==> config.mk <==
export PLATFORM = sky130hd
export DESIGN_NAME = npu_host_xfer
export DESIGN_NICKNAME = d
export VERILOG_FILES = /design/src/rtl/npu_pkg.sv /design/src/rtl/npu_skid_fifo.sv /design/src/rtl/npu_host_xfer.sv
export SDC_FILE = /design/constraint.sdc
export NUM_CORES = 1
export LEC_CHECK = 0
export ABC_AREA = 1
export CAP_MARGIN = 10
export CORE_ASPECT_RATIO = 0.75
export CORE_MARGIN = 2
export CORE_UTILIZATION = 25
export DETAILED_ROUTE_END_ITERATION = 7
export PLACE_DENSITY = 0.47
export SYNTH_ARGS = -nofsm -noshare
export SYNTH_HDL_FRONTEND = slang
export SYNTH_HIERARCHICAL = 1
export SYNTH_SLANG_ARGS = --single-unit
==> constraint.sdc <==
create_clock -name clk -period 2.5 [get_ports clk]
set_input_delay 0.375 -clock clk [delete_from_list [all_inputs] [get_ports clk]]
set_output_delay 0.375 -clock clk [all_outputs]
set_load 0.01 [all_outputs]
==> src/rtl/npu_pkg.sv <==
// Shared NPU definitions: scratchpad geometry and host transfer engine encodings.
// The tile processor imports the same SRAM widths so both ends agree on the scratchpad shape.
package npu_pkg;
    localparam int SRAM_ADDR_W = 10;
    localparam int SRAM_DATA_W = 8;

    typedef enum logic [1:0] {
        OP_WRITE_A = 2'd0,
        OP_WRITE_B = 2'd1,
        OP_READ_C  = 2'd2,
        OP_RSVD    = 2'd3
    } xfer_op_t;

    typedef enum logic [1:0] {
        ST_IDLE  = 2'd0,
        ST_WRITE = 2'd1,
        ST_READ  = 2'd2,
        ST_DRAIN = 2'd3
    } xfer_state_t;
endpackage

==> src/rtl/npu_skid_fifo.sv <==
// Small valid/ready FIFO for the SRAM C read return path.
// The head entry stays stable until it is popped; a push and a pop in the same cycle leave the count unchanged.
module npu_skid_fifo #(
    parameter  int DATA_W = 8,
    parameter  int DEPTH  = 2,
    localparam int CNT_W  = $clog2(DEPTH + 1),
    localparam int PTR_W  = (DEPTH > 1) ? $clog2(DEPTH) : 1
) (
    input  logic              clk,
    input  logic              rst_n,
    input  logic              push_i,
    input  logic [DATA_W-1:0] data_i,
    input  logic              pop_i,
    output logic [DATA_W-1:0] data_o,
    output logic [CNT_W-1:0]  count_o,
    output logic              empty_o
);
    localparam logic [CNT_W-1:0] CNT_ONE  = {{(CNT_W-1){1'b0}}, 1'b1};
    localparam logic [CNT_W-1:0] CNT_FULL = CNT_W'(DEPTH);
    localparam logic [PTR_W-1:0] PTR_ONE  = {{(PTR_W-1){1'b0}}, 1'b1};

    logic [DATA_W-1:0] mem_q [DEPTH];
    logic [PTR_W-1:0]  wr_ptr_q, rd_ptr_q;
    logic [CNT_W-1:0]  cnt_q;
    logic              do_push, do_pop;

    assign do_pop  = pop_i && (cnt_q != '0);
    // A full FIFO still takes a push when the head leaves in the same cycle.
    assign do_push = push_i && ((cnt_q != CNT_FULL) || do_pop);

    assign data_o  = mem_q[rd_ptr_q];
    assign count_o = cnt_q;
    assign empty_o = (cnt_q == '0);

    always_ff @(posedge clk or negedge rst_n) begin
        if (!rst_n) begin
            for (int i = 0; i < DEPTH; i++) mem_q[i] <= '0;
            wr_ptr_q <= '0;
            rd_ptr_q <= '0;
            cnt_q    <= '0;
        end else begin
            if (do_push) begin
                mem_q[wr_ptr_q] <= data_i;
                wr_ptr_q        <= wr_ptr_q + PTR_ONE;
            end
            if (do_pop) rd_ptr_q <= rd_ptr_q + PTR_ONE;
            case ({do_push, do_pop})
                2'b10:   cnt_q <= cnt_q + CNT_ONE;
                2'b01:   cnt_q <= cnt_q - CNT_ONE;
                default: cnt_q <= cnt_q;
            endcase
        end
    end
endmodule

==> src/rtl/npu_host_xfer.sv <==
// Host-side transfer engine: streams bytes into SRAM A/B and returns SRAM C bytes on a
// backpressured outbound stream. It only drives the SRAM ports while the tile processor is idle.
module npu_host_xfer
    import npu_pkg::*;
#(
    parameter int ADDR_W     = SRAM_ADDR_W,
    parameter int DATA_W     = SRAM_DATA_W,
    parameter int OBUF_DEPTH = 2
) (
    input  logic              clk,
    input  logic              rst_n,
    input  logic              cmd_valid,
    output logic              cmd_ready,
    input  logic [1:0]        cmd_op,
    input  logic [ADDR_W-1:0] cmd_base,
    input  logic [ADDR_W-1:0] cmd_len_m1,
    input  logic              wr_valid,
    output logic              wr_ready,
    input  logic [DATA_W-1:0] wr_data,
    output logic              rd_valid,
    input  logic              rd_ready,
    output logic [DATA_W-1:0] rd_data,
    output logic              sram_A_we,
    output logic [ADDR_W-1:0] sram_A_addr,
    output logic [DATA_W-1:0] sram_A_din,
    output logic              sram_B_we,
    output logic [ADDR_W-1:0] sram_B_addr,
    output logic [DATA_W-1:0] sram_B_din,
    output logic [ADDR_W-1:0] sram_C_addr,
    input  logic [DATA_W-1:0] sram_C_dout,
    output logic              busy,
    output logic              xfer_done
);
    localparam int CNT_W = $clog2(OBUF_DEPTH + 1);
    localparam logic [ADDR_W-1:0] ADDR_ONE = {{(ADDR_W-1){1'b0}}, 1'b1};
    localparam logic [ADDR_W:0]   REM_ONE  = {{ADDR_W{1'b0}}, 1'b1};
    localparam logic [CNT_W-1:0]  CNT_ONE  = {{(CNT_W-1){1'b0}}, 1'b1};

    xfer_state_t       state_q;
    xfer_op_t          op_q;
    xfer_op_t          cmd_op_t;
    logic [ADDR_W-1:0] addr_q;
    logic [ADDR_W:0]   rem_q;      // one bit wider so a 1024-byte transfer fits
    logic              inflight_q;
    logic              done_q;

    logic              wr_beat, sel_a, sel_b;
    logic              rd_issue, credit_ok, fifo_pop, fifo_empty, drain_done;
    logic [CNT_W-1:0]  fifo_cnt;

    assign cmd_op_t  = xfer_op_t'(cmd_op);
    assign cmd_ready = (state_q == ST_IDLE);
    assign busy      = (state_q != ST_IDLE);
    assign xfer_done = done_q;

    assign wr_ready = (state_q == ST_WRITE);
    assign wr_beat  = wr_ready && wr_valid;
    assign sel_a    = wr_ready && (op_q == OP_WRITE_A);
    assign sel_b    = wr_ready && (op_q == OP_WRITE_B);

    assign sram_A_we   = sel_a && wr_valid;
    assign sram_A_addr = sel_a ? addr_q : '0;
    assign sram_A_din  = sel_a ? wr_data : '0;
    assign sram_B_we   = sel_b && wr_valid;
    assign sram_B_addr = sel_b ? addr_q : '0;
    assign sram_B_din  = sel_b ? wr_data : '0;

    // Credit counts the slot freed by this cycle's pop so one byte per cycle is sustained.
    assign fifo_pop   = rd_valid && rd_ready;
    assign credit_ok  = (int'(fifo_cnt) + int'(inflight_q) - int'(fifo_pop)) < OBUF_DEPTH;
    assign rd_issue   = (state_q == ST_READ) && (rem_q != '0) && credit_ok;
    assign sram_C_addr = rd_issue ? addr_q : '0;
    assign drain_done = !inflight_q && ((fifo_cnt == '0) || ((fifo_cnt == CNT_ONE) && fifo_pop));

    npu_skid_fifo #(
        .DATA_W (DATA_W),
        .DEPTH  (OBUF_DEPTH)
    ) u_obuf (
        .clk     (clk),
        .rst_n   (rst_n),
        .push_i  (inflight_q),
        .data_i  (sram_C_dout),
        .pop_i   (fifo_pop),
        .data_o  (rd_data),
        .count_o (fifo_cnt),
        .empty_o (fifo_empty)
    );
    assign rd_valid = !fifo_empty;

    always_ff @(posedge clk or negedge rst_n) begin
        if (!rst_n) begin
            state_q    <= ST_IDLE;
            op_q       <= OP_WRITE_A;
            addr_q     <= '0;
            rem_q      <= '0;
            inflight_q <= 1'b0;
            done_q     <= 1'b0;
        end else begin
            done_q     <= 1'b0;
            inflight_q <= rd_issue;
            case (state_q)
                ST_IDLE: begin
                    if (cmd_valid) begin
                        op_q   <= cmd_op_t;
                        addr_q <= cmd_base;
                        rem_q  <= {1'b0, cmd_len_m1} + REM_ONE;
                        case (cmd_op_t)
                            OP_WRITE_A, OP_WRITE_B: state_q <= ST_WRITE;
                            OP_READ_C:              state_q <= ST_READ;
                            default:                done_q  <= 1'b1;
                        endcase
                    end
                end
                ST_WRITE: begin
                    if (wr_beat) begin
                        addr_q <= addr_q + ADDR_ONE;
                        rem_q  <= rem_q - REM_ONE;
                        if (rem_q == REM_ONE) begin
                            state_q <= ST_IDLE;
                            done_q  <= 1'b1;
                        end
                    end
                end
                ST_READ: begin
                    if (rd_issue) begin
                        addr_q <= addr_q + ADDR_ONE;
                        rem_q  <= rem_q - REM_ONE;
                        if (rem_q == REM_ONE) state_q <= ST_DRAIN;
                    end
                end
                ST_DRAIN: begin
                    if (drain_done) begin
                        state_q <= ST_IDLE;
                        done_q  <= 1'b1;
                    end
                end
                default: state_q <= ST_IDLE;
            endcase
        end
    end
endmodule

Word level (Yosys, flattened, before mapping)
Index checks and enable logic that the tools add are counted.
{"block": "totals", "in_bits": 43, "output_inout_bits": 61, "register_bits": 47, "elab_cells": 109}
{"block": "op_classes", "n_mux": 34, "add_sub_neg": 9, "bitwise": 2, "n_reduce_logical": 31, "order_cmp": 4, "n_eq_ne": 18}
{"cell": "two-way mux 10 bit", "n": 6}
{"cell": "two-way mux 8 bit", "n": 6}
{"cell": "two-way mux 11 bit", "n": 3}
{"cell": "one-hot mux 11 bit (3 select lines)", "n": 1}
{"cell": "one-hot mux 10 bit (3 select lines)", "n": 1}
{"cell": "bitwise mux 16 bit", "n": 1}
{"cell": "logical AND 1 bit", "n": 13}
{"cell": "two-way mux 2 bit", "n": 6}
{"cell": "adder 10 x 1 -> 11 bit, second input constant", "n": 1}
{"cell": "equality test 11 x 1 -> 1 bit, second input constant", "n": 1}
{"cell": "nonzero test 11 bit", "n": 1}
{"cell": "subtractor 11 x 1 -> 11 bit, second input constant", "n": 1}
{"cell": "adder 10 x 1 -> 10 bit, second input constant", "n": 1}
{"cell": "equality test 2 x 1 -> 1 bit, second input constant", "n": 5}
{"cell": "demux 8 bit (select 1 bit)", "n": 1}
{"cell": "equality test 2 bit, second input constant", "n": 4}
{"cell": "zero test 2 bit", "n": 4}
{"cell": "!= test 2 bit, second input constant", "n": 4}
{"cell": "one-hot mux 2 bit (2 select lines)", "n": 2}
{"cell": "one-hot mux 2 bit (4 select lines)", "n": 1}
{"cell": "AND reduction 7 bit", "n": 1}
{"cell": "!= test 2 x 1 -> 1 bit, second input constant", "n": 3}
{"cell": "nonzero test 2 bit", "n": 3}
{"cell": "two-way mux 1 bit", "n": 5}
{"cell": "other kinds (18)", "n": 23}

Longest topological paths before layout
Gate-level depths: netlist (run 1).
{"block": "depth", "ltp_word": 8, "depth_mapped": 15, "depth_no_buf": 14}

Cells and area by module
The synthesis (run 1) kept the hierarchy.
{"mod": "npu_host_xfer", "n_inst": 1, "cells_per_inst": 402, "area_per_inst_um2": 2451.1, "seq_area_each_um2": 675.6}
{"mod": "npu_skid_fifo", "n_inst": 1, "cells_per_inst": 121, "area_per_inst_um2": 1021.0, "seq_area_each_um2": 500.5}

Least setup slack after synthesis (run 1)
No wires, ideal clock.
{"block": "synth_path", "kind": "register to output", "startpoint": "register u_obuf.cnt_q[1] (netlist: u_obuf/count_o[1])", "endpoint": "output sram_C_addr[0]", "slack_ps": 114, "t_required_ps": 2125, "arrival_time_ps": 2011, "stages_incl_launch_ff": 13, "n_path_buf": 1, "path_cell_list": "dfrtp_1 nor2_1 inv_1 nand2_1 nand2_1 nand3_1 fa_1 xnor2_1 nand2_1 nand2_1 nand2_2 buf_2 nor2_1"}
{"block": "synth_via", "elab_chain_cells": 7, "word_cells_on_any_way": 8, "classes_between": "2 x add/sub; 1 x order compare; 1 x mux; 4 x reduce/logical"}
{"element": "start: declaration", "line_no": "npu_skid_fifo.sv:24", "rtl": "logic [CNT_W-1:0] cnt_q;"}
{"element": "start signal: assignment", "line_no": "npu_skid_fifo.sv:48", "rtl": "2'b10: cnt_q <= cnt_q + CNT_ONE;"}
{"element": "start signal: assignment", "line_no": "npu_skid_fifo.sv:49", "rtl": "2'b01: cnt_q <= cnt_q - CNT_ONE;"}
{"element": "start signal: assignment", "line_no": "npu_skid_fifo.sv:50", "rtl": "default: cnt_q <= cnt_q;"}
{"element": "zero test 2 bit", "line_no": "npu_skid_fifo.sv:33", "rtl": "assign empty_o = (cnt_q == '0);"}
{"element": "named net fifo_empty", "line_no": "npu_host_xfer.sv:48", "rtl": "logic rd_issue, credit_ok, fifo_pop, fifo_empty, drain_done;"}
{"element": "zero test 1 bit", "line_no": "npu_host_xfer.sv:88", "rtl": "assign rd_valid = !fifo_empty;"}
{"element": "named net rd_valid", "line_no": "npu_host_xfer.sv:20", "rtl": "output logic rd_valid,"}
{"element": "logical AND 1 bit", "line_no": "npu_host_xfer.sv:69", "rtl": "assign fifo_pop = rd_valid && rd_ready;"}
{"element": "subtractor 3 x 1 -> 4 bit", "line_no": "npu_host_xfer.sv:70", "rtl": "assign credit_ok = (int'(fifo_cnt) + int'(inflight_q) - int'(fifo_pop)) < OBUF_DEPTH;"}
{"element": "less-than comparator 4 x 3 -> 1 bit", "line_no": "npu_host_xfer.sv:70"}
{"element": "logical AND 1 bit", "line_no": "npu_host_xfer.sv:71", "rtl": "assign rd_issue = (state_q == ST_READ) && (rem_q != '0) && credit_ok;"}
{"element": "two-way mux 10 bit", "line_no": "npu_host_xfer.sv:72", "rtl": "assign sram_C_addr = rd_issue ? addr_q : '0;"}
{"element": "end: declaration", "line_no": "npu_host_xfer.sv:29", "rtl": "output logic [ADDR_W-1:0] sram_C_addr,"}
The timed path passes the listed nets, and every way through them passes these cells.

Final worst setup path (run 1)
{"block": "layout_path", "startpoint": "register u_obuf.cnt_q[0] (netlist: u_obuf/count_o[0])", "endpoint": "output sram_C_addr[7]"}
{"block": "layout_via", "elab_chain_cells": 7, "word_cells_on_any_way": 8, "classes_between": "2 x add/sub; 1 x order compare; 1 x mux; 4 x reduce/logical"}
{"element": "parallel branches: the longest is 3 deep, another holds adder 2 x 1 -> 3 bit"}
{"element": "subtractor 3 x 1 -> 4 bit (*)", "line_no": "npu_host_xfer.sv:70"}
{"element": "less-than comparator 4 x 3 -> 1 bit (*)", "line_no": "npu_host_xfer.sv:70"}
{"element": "logical AND 1 bit (*)", "line_no": "npu_host_xfer.sv:71"}
{"element": "two-way mux 10 bit (*)", "line_no": "npu_host_xfer.sv:72"}
Mark *: on every way between the ends.

==> metrics.yaml, run 1 <==
run_status:
  run_status: "complete, but fails checks"
  failed_checks: "design-rule violations"
detailed_routing:
  met2_wirelength_um: 5070
  drt_iter0_markers: 255
  wl_met1_um: 5790
  drt_drc_violations_left: 12
  route.detailed.wl_per_inst_um: 13.9
  routed-wl-met3_um: 426
  detail_route.vias_per_cell: 4.59
  dr.pass1.iters: 8
  total_via_count_after_detailed_routing: 3758
  maxUsedRoutingLayer: "met4"
  ant_nets: 0
  postRouteWirelength_um: 11300
critical_path:
  cp_slowest_stage_delay_ps: 530
  crit_cells: 10
  rr_startpoint: "u_obuf/count_o[0]"
  rr_endpoint: "rem_q[9]"
  crit_chain: "buf_6 -> inv_1 -> nand2_4 -> nand3_2 -> fa_2 -> nand2_2 -> nand2_4 -> nand2_8 -> nor2_4 -> buf_6"
  ff2ff_path_depth: 14
  critical_path.top_delay_family: "simple AND/OR/NAND/NOR gates"
  worst_path_max_delay_cell: "sky130_fd_sc_hd__fa_2"
  worst-path-max-fanout: 7
  critical_path_buf_inv_count: 3
  crit_required_ps: 2120
  worst_setup_path_start_kind: "flip-flop"
  r2r_setup_slack_ps: 140
  data_arrival_time_of_the_critical_path_ps: 2110
  critPathCaptureType: "primary output"
  criticalPathCategory: "reg2out"
die:
  floorplan.rows: 37
  die_h_um: 106
  initial_utilization_pct: 25.4
  top_level_ports: 104
  die_area_mm2: 0.0149
  core_mm2: 0.0137
  floorplan.die.width_um: 140
logic_synthesis:
  synthesis.instances: 523
  fraction_of_the_mapped_netlist_area_in_compound_gates_pct: 6.05
  synth_area_mm2: 0.00347
  synthAdderAreaFrac_pct: 4.54
  ys_seq_area_share_pct: 33.9
  synthMuxAreaShare_pct: 0
  synth_top_family_by_area: "simple AND/OR/NAND/NOR gates"
  post_synth_and_or_nand_nor_area_fraction_pct: 43.4
  mappedNetlistNets: 578
  post_synth_xor_area_fraction_pct: 2.52
  synth-seq-cells: 47
  yosys_warnings: 6
  syn_area_per_cell_um2: 6.64
  synth_cell_type_count: 35
global_route:
  global_route.usage.total_pct: 15.2
  gr-total-overflow: 0
  grt_max_degree: 26
  wire_length_of_the_first_global_routing_pass_um: 18200
  grt_pass1_vias: 3552
  number_of_antenna_violations_at_the_first_check_in_global_routing: 0
timing:
  tightestPinTransition_ps: 600
  hold_ws_ps: 77.6
  timing_hold_violations_final: 0
  max-slew-margin-rel_pct: 60.0
  fmax_mhz: 402
  setup-violations-final: 0
  fin_crit_sh_pct: 99.5
  min_period_ps: 2490
  grt_setup_unrepaired: "true"
  total_negative_setup_slack_ps: 0
  final_max_slew_viol_count: 0
  fin_worst_skew_ps: 7.30
power:
  pwr_density_cell_mw_per_mm2: 1220
  share_of_power_burned_in_combinational_logic_pct: 64.5
  power.leakage_nw: 2.63
  max-vdd-ir-drop_mv: 0.475
  seq_power_share_pct: 22.9
  power_mw: 6.38
  cellInternalPower_mw: 3.25
  net_sw_share_pct: 49.1
  share_clk_of_total_power_pct: 12.6
  p_sw_mw: 3.13
job:
  max_cap_violations: 0
clock_tree:
  clk_pin_slew_ps: 70
  clock_path_buffers: 2
  cts_hold_repair.buffers: 0
  cts_max_level: 2
  cts_tree: "done"
  numClockSinks: 47
  cts_inserted_buffers: 5
  clkLatencyLatePin_ps: 300
  clk_root_buffer_cell: "sky130_fd_sc_hd__clkbuf_16"
cells_and_area:
  final_cells: 819
  area_delta_synth_final_pct: 50.1
  core_util_final_pct: 38.2
  num-nets-final: 698
  insertedDiodeCount: 0
  drive_above_1_share_pct: 13.2
placement:
  hpwl_um: 8090
  io_buffer_count: 103
  gpl_wtd_cong: 0.817
  placedCellCount: 806
min_path:
  holdCritPathClass: "in2async"
routing by layer:
metal / vias to the layer above / global-route usage [%]
li1: 1907 / -
met3: 5 / 2.79
met1: 1777 / 21.7
met5: - / 0
met2: 69 / 24.5
met4: 0 / 2.60
state kept, by name (all words and copies together) (netlist names), 2 cells and up:
register        flops
op_q                2
u_obuf/mem_q       16
addr_q             10
u_obuf/count_o      2
state_q             2
rem_q              11
Yosys cell counts:
master	instances	area, um2
sky130_fd_sc_hd__nand2_1	180	676
sky130_fd_sc_hd__nor2_1	72	270
sky130_fd_sc_hd__inv_1	52	195
sky130_fd_sc_hd__nand3_1	49	245
sky130_fd_sc_hd__dfrtp_1	47	1180
sky130_fd_sc_hd__nand4_1	24	150
sky130_fd_sc_hd__o21ai_0	19	95.1
sky130_fd_sc_hd__ha_1	11	138
sky130_fd_sc_hd__a21oi_1	8	40.0
sky130_fd_sc_hd__clkbuf_1	6	22.5
sky130_fd_sc_hd__nor3_1	6	30.0
sky130_fd_sc_hd__xor2_1	6	52.6
sky130_fd_sc_hd__buf_2	5	25.0
sky130_fd_sc_hd__xnor2_1	4	35.0
sky130_fd_sc_hd__nand2_2	3	18.8
sky130_fd_sc_hd__nand3_4	3	52.6
sky130_fd_sc_hd__buf_4	2	15.0
sky130_fd_sc_hd__buf_6	2	22.5
sky130_fd_sc_hd__clkbuf_8	2	27.5
sky130_fd_sc_hd__clkinv_1	2	7.51
sky130_fd_sc_hd__nand2_4	2	22.5
sky130_fd_sc_hd__nor2_2	2	12.5
sky130_fd_sc_hd__nor2_4	2	22.5
sky130_fd_sc_hd__o21bai_1	2	15.0
sky130_fd_sc_hd__o22ai_1	2	12.5
sky130_fd_sc_hd__a21boi_0	1	7.51
sky130_fd_sc_hd__a21oi_2	1	8.76
sky130_fd_sc_hd__a31oi_1	1	6.26
sky130_fd_sc_hd__a31oi_2	1	12.5
sky130_fd_sc_hd__buf_8	1	15.0
sky130_fd_sc_hd__fa_1	1	20.0
sky130_fd_sc_hd__inv_2	1	3.75
sky130_fd_sc_hd__o21ai_1	1	5.00
sky130_fd_sc_hd__o31ai_1	1	7.51
sky130_fd_sc_hd__or2_2	1	6.26
layout by cell type, fill, tap and decap left out, drive strengths merged:
master         Yosys  layout
xnor2              4       4
nand2            185     187
or2                1       1
nor2              76      76
nand4             24      24
ha                11      11
dlygate4sd2        0       1
xor2               6       6
fa                 1       1
bufinv             0       1
o21bai             2       2
dlymetal6s2s       0      10
dfrtp             47      47
clkinv             2       3
clkdlybuf4s50      0      81
a31oi              2       2
nor3               6       6
nand3             52      52
o31ai              1       1
o22ai              2       2
o21ai             20      20
inv               53      54
a21boi             1       1
buf               10      37
clkbuf             8       5
a21oi              9       9
through the flow:
stage	cell area [um2]	setup slack, ps
6_report	5210	13.2
3_5_place_dp	4770	-616
4_1_cts	5050	-50.5
5_1_grt	5210	-104
3_3_place_gp	4770	-562
2_1_floorplan	3470	114
how the worst max path moves through the flow:
stage,from,end
2_1_floorplan,u_obuf/count_o[1],sram_C_addr[0]
3_3_place_gp,rd_ready,sram_C_addr[4]
3_5_place_dp,rd_ready,sram_C_addr[1]
4_1_cts,u_obuf/count_o[0],sram_C_addr[4]
5_1_grt,u_obuf/count_o[1],sram_C_addr[6]
6_report,u_obuf/count_o[0],sram_C_addr[7]
cell families (layout without fill, tap and decap cells):
kind of cell | Yosys count | after routing
DFF | 47 | 47
and+or+nand+nor | 344 | 346
adders and majority gates | 12 | 12
xor gates and xnor gates | 10 | 10
AOI/OAI and AO/OA | 37 | 37
buffers and inverters | 73 | 192
what timing repair did:
item / 4_1_cts / 5_1_grt
resized for setup: 72 / 34
pin swaps: 13 / 12
cloned: 1 / 1
setup buffers: 3 / 0
endpoints found under the setup margin: 14 / 66
final cells by class:
class | instances | area, um2
Multi-Input combinational cell | 405 | 2160
Tap cell | 175 | 219
Timing Repair Buffer | 129 | 1280
Sequential cell | 47 | 1180
Inverter | 55 | 206
Clock inverter | 3 | 47.5
Clock buffer | 5 | 125
Fill cell | 1424 | 8440
power by group through the flow:
stage | clock (mW) | sequential (mW) | combinational, mW
floorplan | 0 | 1.39 | 2.44
global placement | 0 | 1.44 | 3.69
detailed placement | 0 | 1.45 | 3.72
CTS | 0.835 | 1.44 | 3.97
global route | 0.864 | 1.52 | 4.63
finish | 0.802 | 1.46 | 4.12
(Power assumes the default switching activity.)
==> inputs of run 2 (changes only) <==
==> constraint.sdc (replaced) <==
create_clock -name clk -period 2.94 [get_ports clk]
set_input_delay 0.441 -clock clk [delete_from_list [all_inputs] [get_ports clk]]
set_output_delay 0.441 -clock clk [all_outputs]
set_load 0.01 [all_outputs]
==> run 2 against run 1 <==
Compared with the run above:
- the run still ends with design-rule violations left
- cell count is 1.7% lower
- die area stayed put
- global-route usage is 0.72 points lower
- cell area is 6.1% lower
- clock skew is 0.53 ps lower
- non-clock buffer count is 13 lower
- flip-flop and latch count stayed put
- utilization is 2.3 points lower
- critical path type is now in2out
- largest cell class unchanged
- highest routed layer unchanged
==> metrics.yaml, run 2 (synthesis results as in run 1) <==
global_route:
  global_route.usage.total_pct: 14.5
  grt_max_degree: 27
  wire_length_of_the_first_global_routing_pass_um: 17600
  gr-total-overflow: 0
  number_of_antenna_violations_at_the_first_check_in_global_routing: 0
  grt_pass1_vias: 3522
timing:
  max-slew-margin-rel_pct: 54.4
  tightestPinTransition_ps: 685
  fin_worst_skew_ps: 6.77
  fmax_mhz: 350
  final_max_slew_viol_count: 0
  finalWorstSetupSlack_ps: 86.6
  setup-violations-final: 0
  timing_hold_violations_final: 0
  fin_crit_sh_pct: 97.1
  min_period_ps: 2850
  hold_ws_ps: 180
clock_tree:
  clock_path_buffers: 2
  clkLatencyLatePin_ps: 290
  numClockSinks: 47
  cts_inserted_buffers: 5
  cts_hold_repair.buffers: 0
  clk_root_buffer_cell: "sky130_fd_sc_hd__clkbuf_16"
  cts_tree: "done"
  clk_pin_slew_ps: 70
  cts_max_level: 2
placement:
  gpl_wtd_cong: 0.777
  io_buffer_count: 103
  hpwl_um: 7880
  placedCellCount: 795
  detailedPlace.worstSlack_ps: -315
power:
  net_sw_share_pct: 48.9
  pwr_density_cell_mw_per_mm2: 1020
  power.leakage_nw: 2.38
  cellInternalPower_mw: 2.55
  max-vdd-ir-drop_mv: 0.553
  share_of_power_burned_in_combinational_logic_pct: 61.5
  p_sw_mw: 2.44
  seq_power_share_pct: 24.9
  share_clk_of_total_power_pct: 13.6
  power_mw: 4.99
critical_path:
  criticalPathCategory: "in2out"
  worst_setup_path_start_kind: "input port"
  worst-path-max-fanout: 5
  r2r_setup_slack_ps: 590
  data_arrival_time_of_the_critical_path_ps: 2410
  ff2ff_path_depth: 13
  crit_required_ps: 2500
  critPathCaptureType: "primary output"
  rr_startpoint: "u_obuf/count_o[0]"
  worst_path_max_delay_cell: "sky130_fd_sc_hd__fa_2"
  cp_slowest_stage_delay_ps: 520
  crit_chain: "clkdlybuf4s50_1 -> nand2_2 -> nand2_2 -> nand3_2 -> fa_2 -> nand2_1 -> nand2_4 -> nand2_4 -> nor2_1 -> dlygate4sd2_1"
  rr_endpoint: "rem_q[10]"
die:
  floorplan.die.width_um: 140
  floorplan.rows: 37
  top_level_ports: 104
  die_h_um: 106
  core_mm2: 0.0137
  initial_utilization_pct: 25.4
  die_area_mm2: 0.0149
cells_and_area:
  insertedDiodeCount: 0
  mostFrequentLayoutCell: "sky130_fd_sc_hd__nand2_1"
  largest_registers: "u_obuf/mem_q (16), rem_q (11), addr_q (10)"
  area_delta_synth_final_pct: 40.9
  num-nets-final: 684
  layout_common_cells: "sky130_fd_sc_hd__nand2_1, sky130_fd_sc_hd__clkdlybuf4s50_1, sky130_fd_sc_hd__nor2_1"
  drive_above_1_share_pct: 7.30
  largest_reg_flops: 16
  core_util_final_pct: 35.8
  final_cells: 805
  regMostFlops: "u_obuf/mem_q"
detailed_routing:
  detail_route.vias_per_cell: 4.53
  drt_iter0_markers: 221
  ant_nets: 0
  total_via_count_after_detailed_routing: 3648
  drt_drc_violations_left: 12
  route.detailed.wl_per_inst_um: 13.5
  dr.pass1.iters: 8
  postRouteWirelength_um: 10900
run_status:
  failed_checks: "design-rule violations"
  run_status: "complete, but fails checks"
min_path:
  holdCritPathClass: "in2async"
job:
  max_cap_violations: 0
-- run 2: final cells by class --
| type | count | area [um2] |
|---|---|---|
| Fill cell | 1463 | 8760 |
| Multi-Input combinational cell | 404 | 2010 |
| Sequential cell | 47 | 1180 |
| Timing Repair Buffer | 116 | 1110 |
| Tap cell | 175 | 219 |
| Inverter | 55 | 206 |
| Clock buffer | 5 | 125 |
| Clock inverter | 3 | 47.5 |
-- run 2: layer usage --
layer	global-route usage [%]	share of wire (%)
met3	2.97	5.9
met4	2.38	0.47
met1	19.9	49
met2	24.0	44
met5	0	0
-- run 2: repair_timing --
item | 4_1_cts | 5_1_grt
resized for setup | 15 | 9
endpoints found under the setup margin | 10 | 10
buffers inserted | 1 | 0
cloned | 0 | 1
pin swaps | 0 | 2
-- run 2: stage by stage --
step / instance area (um2) / setup TNS (ps)
after floorplan: 3470 / 0
after global placement: 4680 / -2630
after detailed placement: 4680 / -2980
after CTS: 4850 / 0
after global routing: 4890 / -2.36
final: 4890 / 0
-- run 2: power by group through the flow --
stage | clock (mW) | sequential (mW) | combinational [mW]
global placement | 0 | 1.24 | 3.00
CTS | 0.703 | 1.24 | 3.04
finish | 0.678 | 1.24 | 3.07
floorplan | 0 | 1.18 | 2.08
detailed placement | 0 | 1.25 | 3.02
global route | 0.731 | 1.30 | 3.51
-- run 2: worst max-delay path by stage --
| stage | startpoint | to | cells after the start |
|---|---|---|---|
| 6_report | rd_ready | sram_C_addr[3] | 10 |
| 5_1_grt | rd_ready | sram_C_addr[4] | 11 |
| 4_1_cts | rd_ready | sram_C_addr[6] | 11 |
| 3_5_place_dp | rd_ready | sram_C_addr[6] | 11 |
| 3_3_place_gp | rd_ready | sram_C_addr[4] | 11 |
| 2_1_floorplan | u_obuf/count_o[1] | sram_C_addr[0] | 12 |
-- run 2: worst max-delay path, delay by kind of cell --
family	cells	cell delay (ps)
buffers and inverters	2	770
and+or+nand+nor	7	680
adders and majority gates	1	520
==> inputs of run 3 (changes only) <==
--- a/config.mk
+++ b/config.mk
@@ -12,6 +12,7 @@
 export CORE_UTILIZATION = 25
 export DETAILED_ROUTE_END_ITERATION = 7
 export PLACE_DENSITY = 0.47
+export SLEW_MARGIN = 20
 export SYNTH_ARGS = -nofsm -noshare
 export SYNTH_HDL_FRONTEND = slang
 export SYNTH_HIERARCHICAL = 1
==> results of run 3 <==
The final DEF is identical to that of run 2; final timing and power are the same.
